## src/rtl/adf_pll_pkg.sv

```systemverilog
// adf_pll_pkg: shared constants and FSM state type for the ADF PLL serial
// writer slice (top adf_pll_serial_writer, FIFO pll_word_fifo, host interface).
//   PLL_WORD_W     : bits per ADF register word (shifted MSB first)
//   PLL_FIFO_DEPTH : default number of queued words
//   PLL_LE_TICKS   : default PLL_LE high width in TICK_FALL strobes
package adf_pll_pkg;

    localparam int PLL_WORD_W     = 32;
    localparam int PLL_FIFO_DEPTH = 8;
    localparam int PLL_LE_TICKS   = 2;

    typedef enum logic [1:0] {
        IDLE  = 2'd0,
        SYNC  = 2'd1,
        SHIFT = 2'd2,
        LATCH = 2'd3
    } pll_state_e;

endpackage

```

## src/rtl/adf_pll_serial_writer_if.sv

```systemverilog
// adf_pll_serial_writer_if: host-side bundle of the PLL serial writer.
//   WR_EN/WR_DATA : word push from the host (command decoder)
//   LEVEL         : words queued, FULL: queue full
//   OVERFLOW      : sticky, a push was dropped while full
//   BUSY          : queue non-empty or a word in flight
//   DONE          : 1-CLK pulse when a word has been latched
// master = host side, slave = writer side.
interface adf_pll_serial_writer_if
    import adf_pll_pkg::*;
#(
    parameter int WORD_W     = PLL_WORD_W,
    parameter int FIFO_DEPTH = PLL_FIFO_DEPTH
);
    localparam int LVL_W = $clog2(FIFO_DEPTH) + 1;

    logic              WR_EN;
    logic [WORD_W-1:0] WR_DATA;
    logic [LVL_W-1:0]  LEVEL;
    logic              FULL;
    logic              OVERFLOW;
    logic              BUSY;
    logic              DONE;

    modport master (
        output WR_EN, WR_DATA,
        input  LEVEL, FULL, OVERFLOW, BUSY, DONE
    );

    modport slave (
        input  WR_EN, WR_DATA,
        output LEVEL, FULL, OVERFLOW, BUSY, DONE
    );

endinterface

```

## src/rtl/pll_word_fifo.sv

```systemverilog
// pll_word_fifo: synchronous word FIFO feeding the PLL shifter.
//   CLK, RST       : clock, async active-low reset (empties the queue)
//   push/push_data : write request; accepted if not full or if a pop
//                    happens in the same cycle
//   pop/pop_data   : read request (ignored when empty); pop_data shows the
//                    head word combinationally
//   level/full     : registered occupancy, updated the cycle after push/pop
//   empty          : head valid indication (decoded from level register)
//   overflow       : sticky, set when a push is dropped; cleared by reset
module pll_word_fifo #(
    parameter int WIDTH = 32,
    parameter int DEPTH = 8
) (
    input  logic                       CLK,
    input  logic                       RST,
    input  logic                       push,
    input  logic [WIDTH-1:0]           push_data,
    input  logic                       pop,
    output logic [WIDTH-1:0]           pop_data,
    output logic [$clog2(DEPTH):0]     level,
    output logic                       full,
    output logic                       empty,
    output logic                       overflow
);
    localparam int AW = $clog2(DEPTH);
    localparam int LW = AW + 1;

    logic [WIDTH-1:0] mem [DEPTH];
    logic [AW-1:0]    wr_ptr;
    logic [AW-1:0]    rd_ptr;
    logic             do_push;
    logic             do_pop;
    logic [LW-1:0]    level_nxt;

    assign empty    = (level == '0);
    assign do_pop   = pop && !empty;
    // a pop in the same cycle frees the slot, so a push into a full queue is fine
    assign do_push  = push && (!full || do_pop);
    assign pop_data = mem[rd_ptr];

    always_comb begin
        level_nxt = level;
        if (do_push && !do_pop)
            level_nxt = level + LW'(1);
        else if (do_pop && !do_push)
            level_nxt = level - LW'(1);
    end

    always_ff @(posedge CLK or negedge RST) begin
        if (!RST) begin
            wr_ptr   <= '0;
            rd_ptr   <= '0;
            level    <= '0;
            full     <= 1'b0;
            overflow <= 1'b0;
        end else begin
            if (do_push) wr_ptr <= wr_ptr + AW'(1);
            if (do_pop)  rd_ptr <= rd_ptr + AW'(1);
            level <= level_nxt;
            full  <= (level_nxt == LW'(DEPTH));
            if (push && !do_push) overflow <= 1'b1;
        end
    end

    // storage has no reset; the pointers define what is valid
    always_ff @(posedge CLK) begin
        if (do_push) mem[wr_ptr] <= push_data;
    end

endmodule

```

## src/rtl/adf_pll_serial_writer.sv

```systemverilog
// adf_pll_serial_writer: serialises queued ADF PLL register words onto the
// 3-wire PLL bus (PLL_CLK, PLL_DATA, PLL_LE), MSB first.
//   CLK, RST             : system clock, async active-low reset
//   TICK_RISE/TICK_FALL  : 1-CLK phase strobes from the clock divider; the bus
//                          rate is the strobe rate. FALL wins if both are high.
//   host (slave modport) : WR_EN/WR_DATA push, LEVEL/FULL/OVERFLOW/BUSY/DONE
//   PLL_CLK/DATA/LE      : registered bus outputs
// Per word: IDLE pops, SYNC waits a fall to present the MSB, SHIFT emits
// WORD_W clock pulses, LATCH raises LE on the next rise and drops it after
// LE_TICKS falls, pulsing DONE.
module adf_pll_serial_writer
    import adf_pll_pkg::*;
#(
    parameter int WORD_W     = PLL_WORD_W,
    parameter int FIFO_DEPTH = PLL_FIFO_DEPTH,
    parameter int LE_TICKS   = PLL_LE_TICKS
) (
    input  logic                    CLK,
    input  logic                    RST,
    input  logic                    TICK_RISE,
    input  logic                    TICK_FALL,
    adf_pll_serial_writer_if.slave  host,
    output logic                    PLL_CLK,
    output logic                    PLL_DATA,
    output logic                    PLL_LE
);
    localparam int BW  = $clog2(WORD_W);
    localparam int LEW = $clog2(LE_TICKS + 1);
    localparam int LW  = $clog2(FIFO_DEPTH) + 1;

    pll_state_e        state;
    logic [WORD_W-1:0] shreg;
    logic [BW-1:0]     bitcnt;
    logic [LEW-1:0]    lecnt;
    logic [LEW-1:0]    lecnt_inc;
    logic              busy_q;
    logic              done_q;

    logic              fall;
    logic              rise;
    logic              pop;
    logic [WORD_W-1:0] pop_data;
    logic [LW-1:0]     fifo_level;
    logic              fifo_full;
    logic              fifo_empty;
    logic              fifo_ovf;

    // simultaneous strobes count as a fall only
    assign fall      = TICK_FALL;
    assign rise      = TICK_RISE && !TICK_FALL;
    assign pop       = (state == IDLE) && !fifo_empty;
    assign lecnt_inc = lecnt + LEW'(1);

    pll_word_fifo #(
        .WIDTH (WORD_W),
        .DEPTH (FIFO_DEPTH)
    ) u_fifo (
        .CLK       (CLK),
        .RST       (RST),
        .push      (host.WR_EN),
        .push_data (host.WR_DATA),
        .pop       (pop),
        .pop_data  (pop_data),
        .level     (fifo_level),
        .full      (fifo_full),
        .empty     (fifo_empty),
        .overflow  (fifo_ovf)
    );

    assign host.LEVEL    = fifo_level;
    assign host.FULL     = fifo_full;
    assign host.OVERFLOW = fifo_ovf;
    assign host.BUSY     = busy_q;
    assign host.DONE     = done_q;

    always_ff @(posedge CLK or negedge RST) begin
        if (!RST) begin
            state    <= IDLE;
            shreg    <= '0;
            bitcnt   <= '0;
            lecnt    <= '0;
            PLL_CLK  <= 1'b0;
            PLL_DATA <= 1'b0;
            PLL_LE   <= 1'b0;
            busy_q   <= 1'b0;
            done_q   <= 1'b0;
        end else begin
            done_q <= 1'b0;
            // lags the queue/state by one cycle, so BUSY drops after DONE
            busy_q <= !fifo_empty || (state != IDLE);
            case (state)
                IDLE: begin
                    if (!fifo_empty) begin
                        shreg  <= pop_data;
                        bitcnt <= BW'(WORD_W - 1);
                        state  <= SYNC;
                    end
                end
                // wait a fall so the first rise always follows a full low phase
                SYNC: begin
                    if (fall) begin
                        PLL_DATA <= shreg[WORD_W-1];
                        state    <= SHIFT;
                    end
                end
                SHIFT: begin
                    if (fall) begin
                        PLL_CLK <= 1'b0;
                        if (bitcnt == '0) begin
                            PLL_DATA <= 1'b0;
                            lecnt    <= '0;
                            state    <= LATCH;
                        end else begin
                            shreg    <= {shreg[WORD_W-2:0], 1'b0};
                            PLL_DATA <= shreg[WORD_W-2];
                            bitcnt   <= bitcnt - BW'(1);
                        end
                    end else if (rise) begin
                        PLL_CLK <= 1'b1;
                    end
                end
                LATCH: begin
                    // falls before LE goes high do not count toward its width
                    if (fall && PLL_LE) begin
                        lecnt <= lecnt_inc;
                        if (lecnt_inc == LEW'(LE_TICKS)) begin
                            PLL_LE <= 1'b0;
                            done_q <= 1'b1;
                            state  <= IDLE;
                        end
                    end else if (rise && !PLL_LE) begin
                        PLL_LE <= 1'b1;
                    end
                end
                default: state <= IDLE;
            endcase
        end
    end

endmodule

```

## src/flat_wrapper.sv

```systemverilog
// flat-port wrapper written by rule: the top's interface ports become plain ports
module adf_pll_serial_writer_flat import adf_pll_pkg::*;
#(
    parameter int WORD_W     = PLL_WORD_W,
    parameter int FIFO_DEPTH = PLL_FIFO_DEPTH,
    parameter int LE_TICKS   = PLL_LE_TICKS
)
  (CLK, RST, TICK_RISE, TICK_FALL, PLL_CLK, PLL_DATA, PLL_LE, host_WR_EN, host_WR_DATA, host_LEVEL, host_FULL, host_OVERFLOW, host_BUSY, host_DONE);
  adf_pll_serial_writer_if #(.WORD_W(WORD_W), .FIFO_DEPTH(FIFO_DEPTH)) host_i ();
  input  logic CLK;
  input  logic RST;
  input  logic TICK_RISE;
  input  logic TICK_FALL;
  output logic PLL_CLK;
  output logic PLL_DATA;
  output logic PLL_LE;
  input wire logic [$bits(host_i.WR_EN)-1:0] host_WR_EN;
  input wire logic [$bits(host_i.WR_DATA)-1:0] host_WR_DATA;
  output wire logic [$bits(host_i.LEVEL)-1:0] host_LEVEL;
  output wire logic [$bits(host_i.FULL)-1:0] host_FULL;
  output wire logic [$bits(host_i.OVERFLOW)-1:0] host_OVERFLOW;
  output wire logic [$bits(host_i.BUSY)-1:0] host_BUSY;
  output wire logic [$bits(host_i.DONE)-1:0] host_DONE;
  assign host_i.WR_EN = host_WR_EN;
  assign host_i.WR_DATA = host_WR_DATA;
  assign host_LEVEL = host_i.LEVEL;
  assign host_FULL = host_i.FULL;
  assign host_OVERFLOW = host_i.OVERFLOW;
  assign host_BUSY = host_i.BUSY;
  assign host_DONE = host_i.DONE;
  adf_pll_serial_writer #(.WORD_W(WORD_W), .FIFO_DEPTH(FIFO_DEPTH), .LE_TICKS(LE_TICKS)) u_core (.CLK(CLK), .RST(RST), .TICK_RISE(TICK_RISE), .TICK_FALL(TICK_FALL), .host(host_i), .PLL_CLK(PLL_CLK), .PLL_DATA(PLL_DATA), .PLL_LE(PLL_LE));
endmodule
```

## config.mk

```make
export PLATFORM = sky130hd
export DESIGN_NAME = adf_pll_serial_writer_flat
export DESIGN_NICKNAME = d
export VERILOG_FILES = /design/src/rtl/adf_pll_pkg.sv /design/src/rtl/adf_pll_serial_writer_if.sv /design/src/rtl/pll_word_fifo.sv /design/src/rtl/adf_pll_serial_writer.sv /design/src/flat_wrapper.sv
export SDC_FILE = /design/constraint.sdc
export NUM_CORES = 1
export LEC_CHECK = 0
export ABC_AREA = 0
export BUFFER_PORTS_ARGS = -buffer_cell sky130_fd_sc_hd__buf_2
export CORE_ASPECT_RATIO = 0.7
export CORE_MARGIN = 2
export CORE_UTILIZATION = 69
export CTS_BUF_LIST = sky130_fd_sc_hd__clkbuf_2
export DETAILED_ROUTE_END_ITERATION = 8
export PLACE_DENSITY = 0.88
export SETUP_SLACK_MARGIN = 0.02
export SKIP_CTS_REPAIR_TIMING = 1
export SYNTH_ARGS = -nofsm -noshare
export SYNTH_HDL_FRONTEND = slang
export SYNTH_HIERARCHICAL = 1
export SYNTH_SLANG_ARGS = --single-unit
```

## constraint.sdc

```tcl
create_clock -name CLK -period 14.2 [get_ports CLK]
set_input_delay 0 -clock CLK [delete_from_list [all_inputs] [get_ports CLK]]
set_output_delay 0 -clock CLK [all_outputs]
set_load 0.01 [all_outputs]
```

Word level (Yosys, flattened, before mapping)
Memory sizes are Yosys's and may differ from the RTL's.
Cells that the tools add are included.
{"block": "op_classes", "n_eq_ne": 13, "n_mux": 35, "addsub": 6, "n_reduce_logical": 32}
{"op": "2-to-1 mux 32 bit", "count": 3}
{"op": "one-hot mux 32 bit (2 select lines)", "count": 1}
{"op": "2-to-1 mux 2 bit", "count": 9}
{"op": "2-to-1 mux 5 bit", "count": 3}
{"op": "2-to-1 mux 1 bit", "count": 13}
{"op": "nonzero test 2 bit", "count": 6}
{"op": "!= test 2 bit (second input constant)", "count": 5}
{"op": "one-hot mux 5 bit (2 select lines)", "count": 1}
{"op": "logical AND 1 bit", "count": 9}
{"op": "2-to-1 mux 4 bit", "count": 2}
{"op": "one-hot mux 2 bit (4 select lines)", "count": 1}
{"op": "AND reduction 4 bit", "count": 2}
{"op": "adder 3 x 1 -> 3 bit (second input constant)", "count": 2}
{"op": "== test 2 bit (second input constant)", "count": 3}
{"op": "logical NOT 1 bit", "count": 6}
{"op": "!= test 2 x 1 -> 1 bit (second input constant)", "count": 3}
{"op": "AND reduction 3 bit", "count": 2}
{"op": "AND reduction 6 bit", "count": 1}
{"op": "logical NOT 5 bit", "count": 1}
{"op": "subtractor 5 x 1 -> 5 bit (second input constant)", "count": 1}
{"op": "adder 4 x 1 -> 4 bit (second input constant)", "count": 1}
{"op": "== test 4 bit (second input constant)", "count": 1}
{"op": "logical NOT 4 bit", "count": 1}
{"op": "one-hot mux 2 bit (2 select lines)", "count": 1}
{"op": "other kinds (7)", "count": 8}
{"block": "totals", "memories": 1, "mem_bits_rw": 256, "regBits": 58, "wordCells": 101, "inputBits": 37, "output_inout_bits": 11}
{"name": "u_core.u_fifo.mem", "words": 8, "width": 32, "read_ports": 1, "rd_ports_with_merged_regs": 0, "write_ports": 1, "line_no": "pll_word_fifo.sv:28", "source": "logic [WIDTH-1:0] mem [DEPTH];"}

Longest topological paths before layout
Gate-level depths: netlist of the first run.
{"block": "depth", "ltp_word": 11, "depth_mapped": 12, "depth_no_buf": 11}

Hierarchy
The synthesis of the first run kept the hierarchy.
{"mod": "pll_word_fifo", "instances": 1, "seq_area_each_um2": 7987.7, "cells_per_inst": 440, "area_each_um2": 10266.1}
{"mod": "adf_pll_serial_writer", "instances": 1, "seq_area_each_um2": 1151.1, "cells_per_inst": 268, "area_each_um2": 2573.7}

Least setup slack after synthesis of the first run
OpenSTA, ideal clock, no wires.
{"block": "synth_timing", "path_type": "reg-to-reg", "startpoint": "register u_core.u_fifo.level[0]", "endpoint": "memory u_core.u_fifo.mem[1][0], enable pin", "setup_slack_ps": 9313, "path_stages_with_launch": 12, "path_buffers": 1, "t_required_ps": 13739, "arrival_ps": 4426, "period_less_slack_ps": 4887, "setup_ps": 461, "cell_sequence": "dfrtp_1 inv_1 ha_1 or3b_4 inv_1 nand2b_1 clkbuf_1 inv_1 nand2_1 a21boi_1 nand2_1 nor3_1"}
{"block": "synth_via", "elab_chain_cells": 8}
{"element": "start, declared", "line_no": "pll_word_fifo.sv:20", "source": "output logic [$clog2(DEPTH):0] level,"}
{"element": "start signal, assigned", "line_no": "pll_word_fifo.sv:59", "source": "level <= level_nxt;"}
{"element": "logical NOT 4 bit", "line_no": "pll_word_fifo.sv:35", "source": "assign empty = (level == '0);"}
{"element": "via u_core.fifo_empty", "line_no": "adf_pll_serial_writer.sv:45", "source": "logic fifo_empty;"}
{"element": "logical NOT 1 bit", "line_no": "adf_pll_serial_writer.sv:51", "source": "assign pop = (state == IDLE) && !fifo_empty;"}
{"element": "logical AND 1 bit", "line_no": "adf_pll_serial_writer.sv:51"}
{"element": "via u_core.pop", "line_no": "adf_pll_serial_writer.sv:41", "source": "logic pop;"}
{"element": "logical AND 1 bit", "line_no": "pll_word_fifo.sv:36", "source": "assign do_pop = pop && !empty;"}
{"element": "logical OR 1 bit", "line_no": "pll_word_fifo.sv:38", "source": "assign do_push = push && (!full || do_pop);"}
{"element": "logical AND 1 bit", "line_no": "pll_word_fifo.sv:38"}
{"element": "2-to-1 mux 1 bit", "line_no": "pll_word_fifo.sv:67", "source": "if (do_push) mem[wr_ptr] <= push_data;"}
{"element": "2-to-1 mux 1 bit (not written as such)", "line_no": "pll_word_fifo.sv:67"}
{"element": "end, declared", "line_no": "pll_word_fifo.sv:28"}
The timed path passes the listed nets, and every way through them passes these cells.

Worst setup path after layout of the first run
{"block": "layout_timing", "startpoint": "register u_core.u_fifo.level[0]", "endpoint": "memory u_core.u_fifo.mem[7][25], enable pin"}
The elaborated chain is that of the path after synthesis.

==> flow_metrics.env, run 1 <==
export IMPL_run_status="finished clean"
export IMPL_ys_top_cells_by_count="edfxtp_1, mux4_2, o22ai_1, dfrtp_1, a21oi_1"
export IMPL_firstDrtPassIters=5
export IMPL_holdWs_ns=0.01873
export IMPL_start_kind="flop"
export IMPL_synth_distinct_cells=49
export IMPL_tritoncts="built"
export IMPL_synthAdderAreaFrac_pct=1.072
export IMPL_clk_latency_ns=0.84
export IMPL_post_synth_and_or_nand_nor_area_fraction_pct=2.631
export IMPL_synth_top_cells_by_area="edfxtp_1, dfrtp_1, mux4_2"
export IMPL_synthMuxAreaShare_pct=14.54
export IMPL_num_antenna_cells=0
export IMPL_wl_um=28630
export IMPL_rows=41
export IMPL_multi_input_area_sq_mm=0.003488
export IMPL_synth_area_sq_mm=0.01284
export IMPL_grt_setup_unrepaired="no"
export IMPL_drv_slew=0
export IMPL_synth_edf_count=256
export IMPL_synthToLayoutAreaGrowth_pct=13.99
export IMPL_cts_clk_slew_worst_paths_ns=0.11
export IMPL_synth_compound_area_share_pct=8.069
export IMPL_grt_max_degree=81
export IMPL_cts_buffer_depth=3
export IMPL_finalCriticalPeriod_ns=4.930
export IMPL_p_seq_share_pct=44.8
export IMPL_drv_cap=0
export IMPL_critPathMaxFanout=32
export IMPL_clkSinkCount=314
export IMPL_drc=0
export IMPL_swShare_pct=35.41
export IMPL_period_share_pct=34.72
export IMPL_yosysMostFrequentCell="edfxtp_1"
export IMPL_fp_dieArea_sq_mm=0.01973
export IMPL_ioPinCount=48
export IMPL_num_vias=7649
export IMPL_seq_area_frac_synth_pct=71.18
export IMPL_yosysWarnings=6
export IMPL_synth_top_family_by_area="multiplexers"
export IMPL_grt_pass1_vias=7327
export IMPL_regArea_sq_mm=0.009144
export IMPL_yosys_area_top_type="edfxtp_1"
export IMPL_drive_above_1_share_pct=31.43
export IMPL_fmax_ghz=0.2028
export IMPL_grt_pass1_wl_um=41180
export IMPL_leakage_nw=5.090
export IMPL_postRouteAntennaNets=0
export IMPL_final_nets=911
export IMPL_internal_power_w=0.001914
export IMPL_hp_class="in -> reg"
export IMPL_max_slew_margin_pct=11.85
export IMPL_hpwlAfterDp_um=15110
export IMPL_synth_cells=708
export IMPL_ys_ff_latch=314
export IMPL_hold_viol=0
export IMPL_die_h_um=118.1
export IMPL_synth_xor_area_share_pct=0.4093
export IMPL_grt_overflow_total=0
export IMPL_syn_avg_cell_area_sq_um=18.14
export IMPL_worst_setup_path_end_kind="flop"
export IMPL_avgViaCountPerCell=6.675
export IMPL_ir_drop_mv=0.2091
export IMPL_drt_iter0_markers=937
export IMPL_worstSetupPathType="reg -> reg"
export IMPL_yosysTopAreaCellShare_pct=59.87
export IMPL_power_density_mw_per_mm2=202.5
export IMPL_synth_nets=756
export IMPL_placement_io_buffers=47
export IMPL_cts_root_buf="clkbuf_2"
export IMPL_power_frac_clock_pct=19.4
export IMPL_required_ns=14.62
export IMPL_synthArstFlopShare_pct=18.47
export IMPL_initial_core_util_pct=70.90
export IMPL_switchingPower_w=0.001049
export IMPL_worstPathArrival_ns=5.35
export IMPL_setup_viol=0
export IMPL_core_area_sq_mm=0.01811
export IMPL_cts_buffers=71
export IMPL_fill_cells=872
export IMPL_die_w_um=167.0
export IMPL_tightest_slew_ns=1.322
export IMPL_antenna_found_initial=0
export IMPL_wire_per_inst_um=24.98
export IMPL_htree_levels=3
export IMPL_tns_ns=0
export IMPL_grt_use_total_pct=27.77
export IMPL_fin_worst_skew_ns=0.04921
export IMPL_gp_congestion=0.7839
export IMPL_yosys_most_used_dff="edfxtp_1"
export IMPL_combPwrFrac_pct=35.8
## layer usage
layer	routed length, um	GRT usage (%)	vias to the layer above
met5	0	0	-
met4	495	9.591	0
met3	3053	6.832	53
met2	13830	41.23	480
met1	11240	41.48	3860
li1	-	-	3256
## path summary, 6_finish.rpt
kind / from / to / slack, ns / cells after the start
hold reg to reg: u_core/lecnt[1] / u_core/lecnt[1] / 0.54 / 2
min in group asynchronous: RST / u_core/shreg[31] / 0.37 / 4
setup reg to reg: u_core/u_fifo/level[0] / u_core/u_fifo/mem[7][25] / 9.27 / 10
setup / recovery: u_core/u_fifo/level[0] / u_core/u_fifo/mem[7][25] / 9.27 / 10
max in group asynchronous: RST / u_core/shreg[8] / 13.08 / 4
hold / removal: host_WR_DATA[1] / u_core/u_fifo/mem[2][1] / 0.02 / 2
## per-stage QoR
| step | utilization, % | instance area [sq um] | setup WS [ns] | total power, W | instances |
|---|---|---|---|---|---|
| floorplan | - | 12840 | 9.313 | 0.002075 | 708 |
| CTS | 76.85 | 13920 | 9.339 | 0.002923 | 1074 |
| detailed placement | 73.33 | 13280 | 9.397 | 0.002357 | 954 |
| global placement | 73.33 | 13280 | 9.804 | 0.002291 | 954 |
| finish | 80.83 | 14640 | 9.270 | 0.002963 | 1146 |
| global route | 80.83 | 14640 | 8.903 | 0.003112 | 1146 |
## flip-flops by register name, indices dropped and copies added, names as in the netlist
register,flops
u_core/u_fifo/mem,256
u_core/shreg,32
u_core/bitcnt,5
u_core/u_fifo/level,4
u_core/u_fifo/rd_ptr,3
u_core/u_fifo/wr_ptr,3
u_core/lecnt,2
u_core/state,2
u_core/PLL_CLK,1
u_core/PLL_DATA,1
u_core/PLL_LE,1
u_core/host.BUSY,1
u_core/host.DONE,1
u_core/u_fifo/full,1
u_core/u_fifo/overflow,1
## power groups by stage
stage / Combinational, W / Sequential (W) / Clock [W]
6_report: 0.00106 / 0.00133 / 0.000574
5_1_grt: 0.00113 / 0.00135 / 0.000630
4_1_cts: 0.00102 / 0.00132 / 0.000576
3_5_place_dp: 0.00101 / 0.00134 / 0
3_3_place_gp: 0.000971 / 0.00132 / 0
2_1_floorplan: 0.000790 / 0.00128 / 0
## final cells by class
class	instances	share of cell area [%]
clock buffers	106	3.625
clock inverters	14	0.7266
inverters	13	0.3334
multi-input cells	335	23.83
flip-flops and latches	314	62.47
well taps	236	2.017
repair buffers	128	6.993
## worst max-delay path, stage by stage (launching register included)
cell	delay (ns)
dfrtp_1	0.47
inv_1	0.11
ha_1	0.24
or3b_4	0.28
inv_1	0.05
nand2b_1	0.77
inv_1	0.56
nand2_1	0.20
a21boi_1	0.49
nand2_1	0.36
nor2_4	0.99
## cells by family (layout without fill, tap and decap cells)
logic type,after synthesis,in the layout
multiplexers,102,102
buffers and inverters,59,261
AND/OR/NAND/NOR,58,58
adder cells (fa/ha/maj),11,11
flip-flops,314,314
AO/OA/AOI/OAI,158,158
XOR/XNOR,6,6
## layout by cell type (no fill, tap or decap), types with 17 or more instances in the layout
cell	instances
edfxtp_1	256
buf_2	47
dfrtp_1	56
mux4_2	64
o22a_1	30
clkbuf_2	106
a21oi_1	41
o22ai_1	61
mux2_2	36
nand2_1	17
dlygate4sd3_1	72
Note: power is estimated with default switching activity, not from simulation.
==> run 2, diff against run 1 <==
- ABC_AREA: 0 -> 1
- CORE_UTILIZATION: 69 -> 64
- PLACE_DENSITY: 0.88 -> 0.82
- clock period: 14.2 -> 4.9 ns (I/O delays scaled with it)
==> flow_metrics.env, run 2 <==
export IMPL_run_status="finished, violations left"
export IMPL_violations="hold timing"
export IMPL_final_util_pct=74.91
export IMPL_leakage_nw=6.002
export IMPL_placement_io_buffers=47
export IMPL_yosysMostFrequentCell="nand2_1"
export IMPL_grt_use_total_pct=26.63
export IMPL_antenna_found_initial=0
export IMPL_yosysWarnings=6
export IMPL_clkSinkCount=314
export IMPL_synthToLayoutAreaGrowth_pct=13.37
export IMPL_worstSetupPathType="reg -> reg"
export IMPL_synth_compound_area_share_pct=7.295
export IMPL_tns_ns=0
export IMPL_ioPinCount=48
export IMPL_final_common_cell="nand2_1"
export IMPL_hp_start="TICK_RISE"
export IMPL_max_slew_margin_pct=21.08
export IMPL_synth_area_sq_mm=0.01322
export IMPL_hp_class="in -> reg"
export IMPL_syn_avg_cell_area_sq_um=11.30
export IMPL_synth_distinct_cells=35
export IMPL_firstDrtPassIters=6
export IMPL_cts_clk_slew_worst_paths_ns=0.10
export IMPL_ir_drop_mv=0.4021
export IMPL_die_h_um=124.3
export IMPL_path_cells="inv_1, ha_1, nand2_4, inv_1, nor2_1, nand2_4, nand2_1, nand2_1, or2_1, nor2_4"
export IMPL_synth_nets=1218
export IMPL_crit_slowest_cell="nor2_4"
export IMPL_post_synth_and_or_nand_nor_area_fraction_pct=18.15
export IMPL_required_ns=5.31
export IMPL_holdPathStages=4
export IMPL_hold_viol=1
export IMPL_ys_top_cells_by_count="nand2_1, edfxtp_1, nor2_1, o21ai_0, o32ai_1"
export IMPL_grt_pass1_wl_um=45400
export IMPL_drt_iter0_markers=1219
export IMPL_grt_overflow_total=0
export IMPL_wl_um=29570
export IMPL_hpwlAfterDp_um=15880
export IMPL_holdWs_ns=-0.02478
export IMPL_finalCriticalPeriod_ns=3.336
export IMPL_postRouteAntennaNets=0
export IMPL_worstRegToRegCells=10
export IMPL_min_to="u_core/PLL_LE"
export IMPL_synth_edf_count=256
export IMPL_synth_top_cells_by_area="edfxtp_1, dfrtp_1, nand2_1"
export IMPL_synthArstFlopShare_pct=18.47
export IMPL_r2r_end="u_core/u_fifo/mem[4][24]"
export IMPL_gp_congestion=0.8458
export IMPL_period_share_pct=68.07
export IMPL_drive_above_1_share_pct=14.77
export IMPL_final_area_sq_mm=0.01499
export IMPL_cts_buffers=74
export IMPL_post_place_ws_ns=1.592
export IMPL_cts_root_buf="clkbuf_2"
export IMPL_final_cell_mix="nand2_1, edfxtp_1, nor2_1"
export IMPL_cts_buffer_depth=3
export IMPL_tritoncts="built"
export IMPL_synth_top_family_by_area="simple AND/OR/NAND/NOR gates"
export IMPL_timing_rr_start="u_core/u_fifo/level[0]"
export IMPL_ys_ff_latch=314
export IMPL_reg_top3="u_core/u_fifo/mem (256), u_core/shreg (32), u_core/bitcnt (5)"
export IMPL_yosys_area_top_type="edfxtp_1"
export IMPL_grt_pass1_vias=8813
export IMPL_rows=43
export IMPL_reg2reg_slack_ns=1.56
export IMPL_synth_cells=1170
export IMPL_critical_path_top_delay_family="simple AND/OR/NAND/NOR gates"
export IMPL_yosys_most_used_dff="edfxtp_1"
export IMPL_seq_area_frac_synth_pct=69.11
export IMPL_largest_register_ffs=256
export IMPL_fin_ws_ns=1.564
export IMPL_worst_setup_path_end_kind="flop"
export IMPL_grt_max_degree=107
export IMPL_start_kind="flop"
export IMPL_clk_latency_ns=0.86
export IMPL_drv_slew=0
export IMPL_wire_per_inst_um=18.12
export IMPL_tightest_slew_ns=1.181
export IMPL_regMostFlops="u_core/u_fifo/mem"
export IMPL_grt_setup_unrepaired="no"
export IMPL_synthAdderAreaFrac_pct=1.041
export IMPL_drc=0
export IMPL_fin_worst_skew_ns=0.07049
export IMPL_power_density_mw_per_mm2=597.7
export IMPL_critPathMaxFanout=32
export IMPL_cp_slowest_stage_delay_ns=0.94
export IMPL_critPathBufInv=2
export IMPL_num_vias=9354
export IMPL_synthMuxAreaShare_pct=0.08515
export IMPL_final_nets=1358
export IMPL_drv_cap=0
export IMPL_avgViaCountPerCell=5.732
export IMPL_synth_xor_area_share_pct=0.3312
export IMPL_setup_viol=0
export IMPL_htree_levels=3
export IMPL_worstPathArrival_ns=3.75
export IMPL_yosysTopAreaCellShare_pct=58.13
export IMPL_initial_core_util_pct=66.07
export IMPL_core_area_sq_mm=0.02001
export IMPL_fp_dieArea_sq_mm=0.02185
export IMPL_die_w_um=175.8
export IMPL_fmax_ghz=0.2998
export IMPL_placed_area_sq_mm=0.01353
-- run 2: cell count changes after synthesis, moves of 11 or more --
cell	delta
buf_6	+11
mux4_2	-64
o32ai_1	+64
buf_4	+11
o21ai_0	+62
nand2_1	+296
inv_1	+16
mux2_2	-35
nand3_1	+46
o22a_1	-30
o22ai_1	-61
nor2_1	+200
a21oi_1	-36
-- run 2: tightest hold or removal path, delay by kind of cell --
| kind | cells | cell delay [ns] |
|---|---|---|
| compound gates | 1 | 0.07 |
| simple gates | 1 | 0.08 |
| buf+inv | 2 | 0.63 |
-- run 2: kinds of logic (layout without fill, tap and decap cells) --
group | Yosys count | after routing
other cells | 0 | 1
xor+xnor | 5 | 5
compound gates | 143 | 143
mux | 1 | 1
simple gates | 595 | 595
flops | 314 | 314
fa+ha+maj | 11 | 11
buf+inv | 101 | 292
-- run 2: how the worst max path moves through the flow --
| stage | from | end | slack, ns | cells after the start |
|---|---|---|---|---|
| floorplan | u_core/u_fifo/level[0] | u_core/u_fifo/mem[0][0] | 1.36 | 10 |
| global placement | u_core/u_fifo/level[0] | u_core/u_fifo/mem[2][6] | 1.76 | 10 |
| detailed placement | u_core/u_fifo/level[0] | u_core/u_fifo/mem[5][9] | 1.59 | 11 |
| CTS | u_core/u_fifo/level[0] | u_core/u_fifo/mem[5][24] | 1.51 | 11 |
| global route | u_core/u_fifo/level[0] | u_core/u_fifo/mem[3][27] | 1.33 | 11 |
| finish | u_core/u_fifo/level[0] | u_core/u_fifo/mem[4][24] | 1.56 | 10 |
-- run 2: layer usage --
metal | GRT usage, % | up-vias | routed length, um
li1 | - | 4378 | -
met3 | 5.372 | 54 | 2234
met1 | 37.83 | 4484 | 12380
met5 | 0 | - | 0
met2 | 41.57 | 438 | 14320
met4 | 9.626 | 0 | 636
-- run 2: area by class of cell --
class / instances / area (sq um)
Sequential cell: 314 / 9146
Fill cell: 1365 / 5022
Multi-Input combinational cell: 755 / 3617
Timing Repair Buffer: 132 / 1066
Clock buffer: 109 / 545.5
Tap cell: 270 / 337.8
Clock inverter: 18 / 147.6
Inverter: 33 / 128.9
Antenna cell: 1 / 2.502
-- run 2: report_power, final --
| group | switching [W] | total (W) | internal, W |
|---|---|---|---|
| sequential | 0.000377 | 0.00381 | 0.00343 |
| clock | 0.000999 | 0.00174 | 0.000745 |
| combinational | 0.00234 | 0.00341 | 0.00107 |
-- run 2: metrics by stage --
stage | instances | total power, W | hold slack, ns
6_report | 1632 | 0.008960 | -0.02478
5_1_grt | 1631 | 0.009587 | 0.001163
4_1_cts | 1554 | 0.008889 | -0.7071
3_5_place_dp | 1427 | 0.007134 | 0.1898
3_3_place_gp | 1427 | 0.006961 | 0.1908
2_1_floorplan | 1170 | 0.006328 | -0.2956
==> run 3, diff against run 2 <==
- clock period: 4.9 -> 3.44 ns (I/O delays scaled with it)
==> flow_metrics.env, run 3 (same netlist as run 2, synthesis figures left out) <==
export IMPL_run_status="finished clean"
export IMPL_worst_setup_path_end_kind="flop"
export IMPL_ioPinCount=48
export IMPL_stdcell_count=1635
export IMPL_hp_class="in -> reg"
export IMPL_clkSinkCount=314
export IMPL_dp_cells=1443
export IMPL_antenna_found_initial=1
export IMPL_multi_input_area_sq_mm=0.003617
export IMPL_grt_pass1_vias=8897
export IMPL_die_w_um=175.8
export IMPL_leakage_nw=6.031
export IMPL_crit_slowest_cell="nor2_4"
export IMPL_final_nets=1360
export IMPL_max_slew_margin_pct=49.54
export IMPL_grt_overflow_total=0
export IMPL_wire_per_inst_um=18.67
export IMPL_final_cell_mix="nand2_1, edfxtp_1, nor2_1"
export IMPL_post_place_ws_ns=0.4226
export IMPL_hpwlAfterDp_um=16990
export IMPL_drive_above_1_share_pct=16.13
export IMPL_cp_slowest_stage_delay_ns=0.47
export IMPL_path_cells="inv_1, ha_1, nand2_4, inv_1, nor2_1, nand2_4, nand2_1, nand2_1, or2_1, nor2_4, buf_4"
export IMPL_cts_root_buf="clkbuf_2"
export IMPL_worstSetupPathType="reg -> reg"
export IMPL_power_frac_clock_pct=17.8
export IMPL_avgViaCountPerCell=5.834
export IMPL_swShare_pct=42.09
export IMPL_internal_power_w=0.007359
export IMPL_period_share_pct=89.73
export IMPL_hold_viol=0
export IMPL_drt_iter0_markers=1220
export IMPL_critPathBufInv=3
export IMPL_fmax_ghz=0.3240
export IMPL_fin_worst_skew_ns=0.08190
export IMPL_drv_cap=0
export IMPL_final_common_cell="nand2_1"
export IMPL_switchingPower_w=0.005349
export IMPL_fp_dieArea_sq_mm=0.02185
export IMPL_regMostFlops="u_core/u_fifo/mem"
export IMPL_synthToLayoutAreaGrowth_pct=13.50
export IMPL_start_kind="flop"
export IMPL_grt_max_degree=130
export IMPL_core_area_sq_mm=0.02001
export IMPL_ir_drop_mv=0.6047
export IMPL_required_ns=3.92
export IMPL_grt_use_total_pct=27.12
export IMPL_initial_core_util_pct=66.07
export IMPL_cts_buffer_depth=3
export IMPL_fin_ws_ns=0.3534
export IMPL_finalCriticalPeriod_ns=3.087
export IMPL_htree_levels=3
export IMPL_postRouteAntennaNets=0
export IMPL_placement_io_buffers=47
export IMPL_p_seq_share_pct=41.5
export IMPL_clk_latency_ns=0.84
export IMPL_cts_clk_slew_worst_paths_ns=0.11
export IMPL_tightest_slew_ns=0.7558
export IMPL_tritoncts="built"
export IMPL_drv_slew=0
export IMPL_num_vias=9539
export IMPL_largest_register_ffs=256
export IMPL_critical_path_top_delay_family="simple AND/OR/NAND/NOR gates"
export IMPL_grt_setup_unrepaired="no"
export IMPL_fill_cells=1349
export IMPL_cts_buffers=71
export IMPL_drc=0
export IMPL_rows=43
export IMPL_worstPathArrival_ns=3.57
export IMPL_die_h_um=124.3
export IMPL_grt_pass1_wl_um=45870
export IMPL_firstDrtPassIters=7
export IMPL_wl_um=30530
export IMPL_critPathMaxFanout=14
export IMPL_combPwrFrac_pct=40.7
export IMPL_gp_congestion=0.8144
export IMPL_reg_top3="u_core/u_fifo/mem (256), u_core/shreg (32), u_core/bitcnt (5)"
export IMPL_power_density_mw_per_mm2=846.7
export IMPL_regArea_sq_mm=0.009146
export IMPL_setup_viol=0
==> run 3: worst reg2reg max path, stage by stage, from the launching register on <==
cell     delay, ns
dfrtp_1       0.41
inv_1         0.10
ha_1          0.26
nand2_4       0.12
inv_1         0.06
nor2_1        0.33
nand2_4       0.12
nand2_1       0.10
nand2_1       0.10
or2_1         0.38
nor2_4        0.47
buf_4         0.30
==> run 3: worst paths after layout <==
check	startpoint	endpoint	slack (ns)	depth (start not counted)
setup / recovery	u_core/u_fifo/level[0]	u_core/u_fifo/mem[4][31]	0.35	11
hold / removal	host_WR_DATA[4]	u_core/u_fifo/mem[7][4]	0.02	2
setup reg to reg	u_core/u_fifo/level[0]	u_core/u_fifo/mem[4][31]	0.35	11
hold reg to reg	u_core/shreg[3]	u_core/shreg[3]	0.49	2
max in group asynchronous	RST	u_core/shreg[11]	2.79	4
min in group asynchronous	RST	u_core/bitcnt[1]	0.16	3
==> run 3: routing by layer <==
metal | GRT usage [%] | up-vias | wire, um
met5 | 0 | - | 0
met4 | 9.772 | 0 | 659
met3 | 5.678 | 64 | 2951
met2 | 41.76 | 557 | 14510
met1 | 38.88 | 4528 | 12410
li1 | - | 4390 | -
==> run 3: power by group through the flow <==
stage | Clock (W) | Sequential [W] | Combinational, W
after floorplan | 0 | 0.00520 | 0.00381
after global placement | 0 | 0.00531 | 0.00478
after detailed placement | 0 | 0.00533 | 0.00497
after CTS | 0.00228 | 0.00525 | 0.00499
after global routing | 0.00248 | 0.00534 | 0.00571
final | 0.00226 | 0.00527 | 0.00518
==> run 3: per-stage QoR <==
step | hold WS (ns) | instance area [sq um] | power [W] | utilization (%) | TNS [ns]
floorplan | -0.2956 | 13230 | 0.009017 | - | -13.38
global placement | 0.1681 | 13720 | 0.01010 | 68.55 | 0
detailed placement | 0.1812 | 13720 | 0.01030 | 68.55 | 0
CTS | -0.7193 | 14340 | 0.01253 | 71.63 | 0
global route | -0.004939 | 15010 | 0.01354 | 74.99 | 0
finish | 0.02055 | 15010 | 0.01271 | 74.99 | 0
==> run 3: cell type report <==
class	instances	share of cell area [%]
antenna	1	0.01667
clock buffer	111	3.701
clock inverter	14	0.4001
inverter	33	0.8586
multi-input combinational	755	24.10
sequential	314	60.94
tap	270	2.251
timing repair buffer	137	7.736
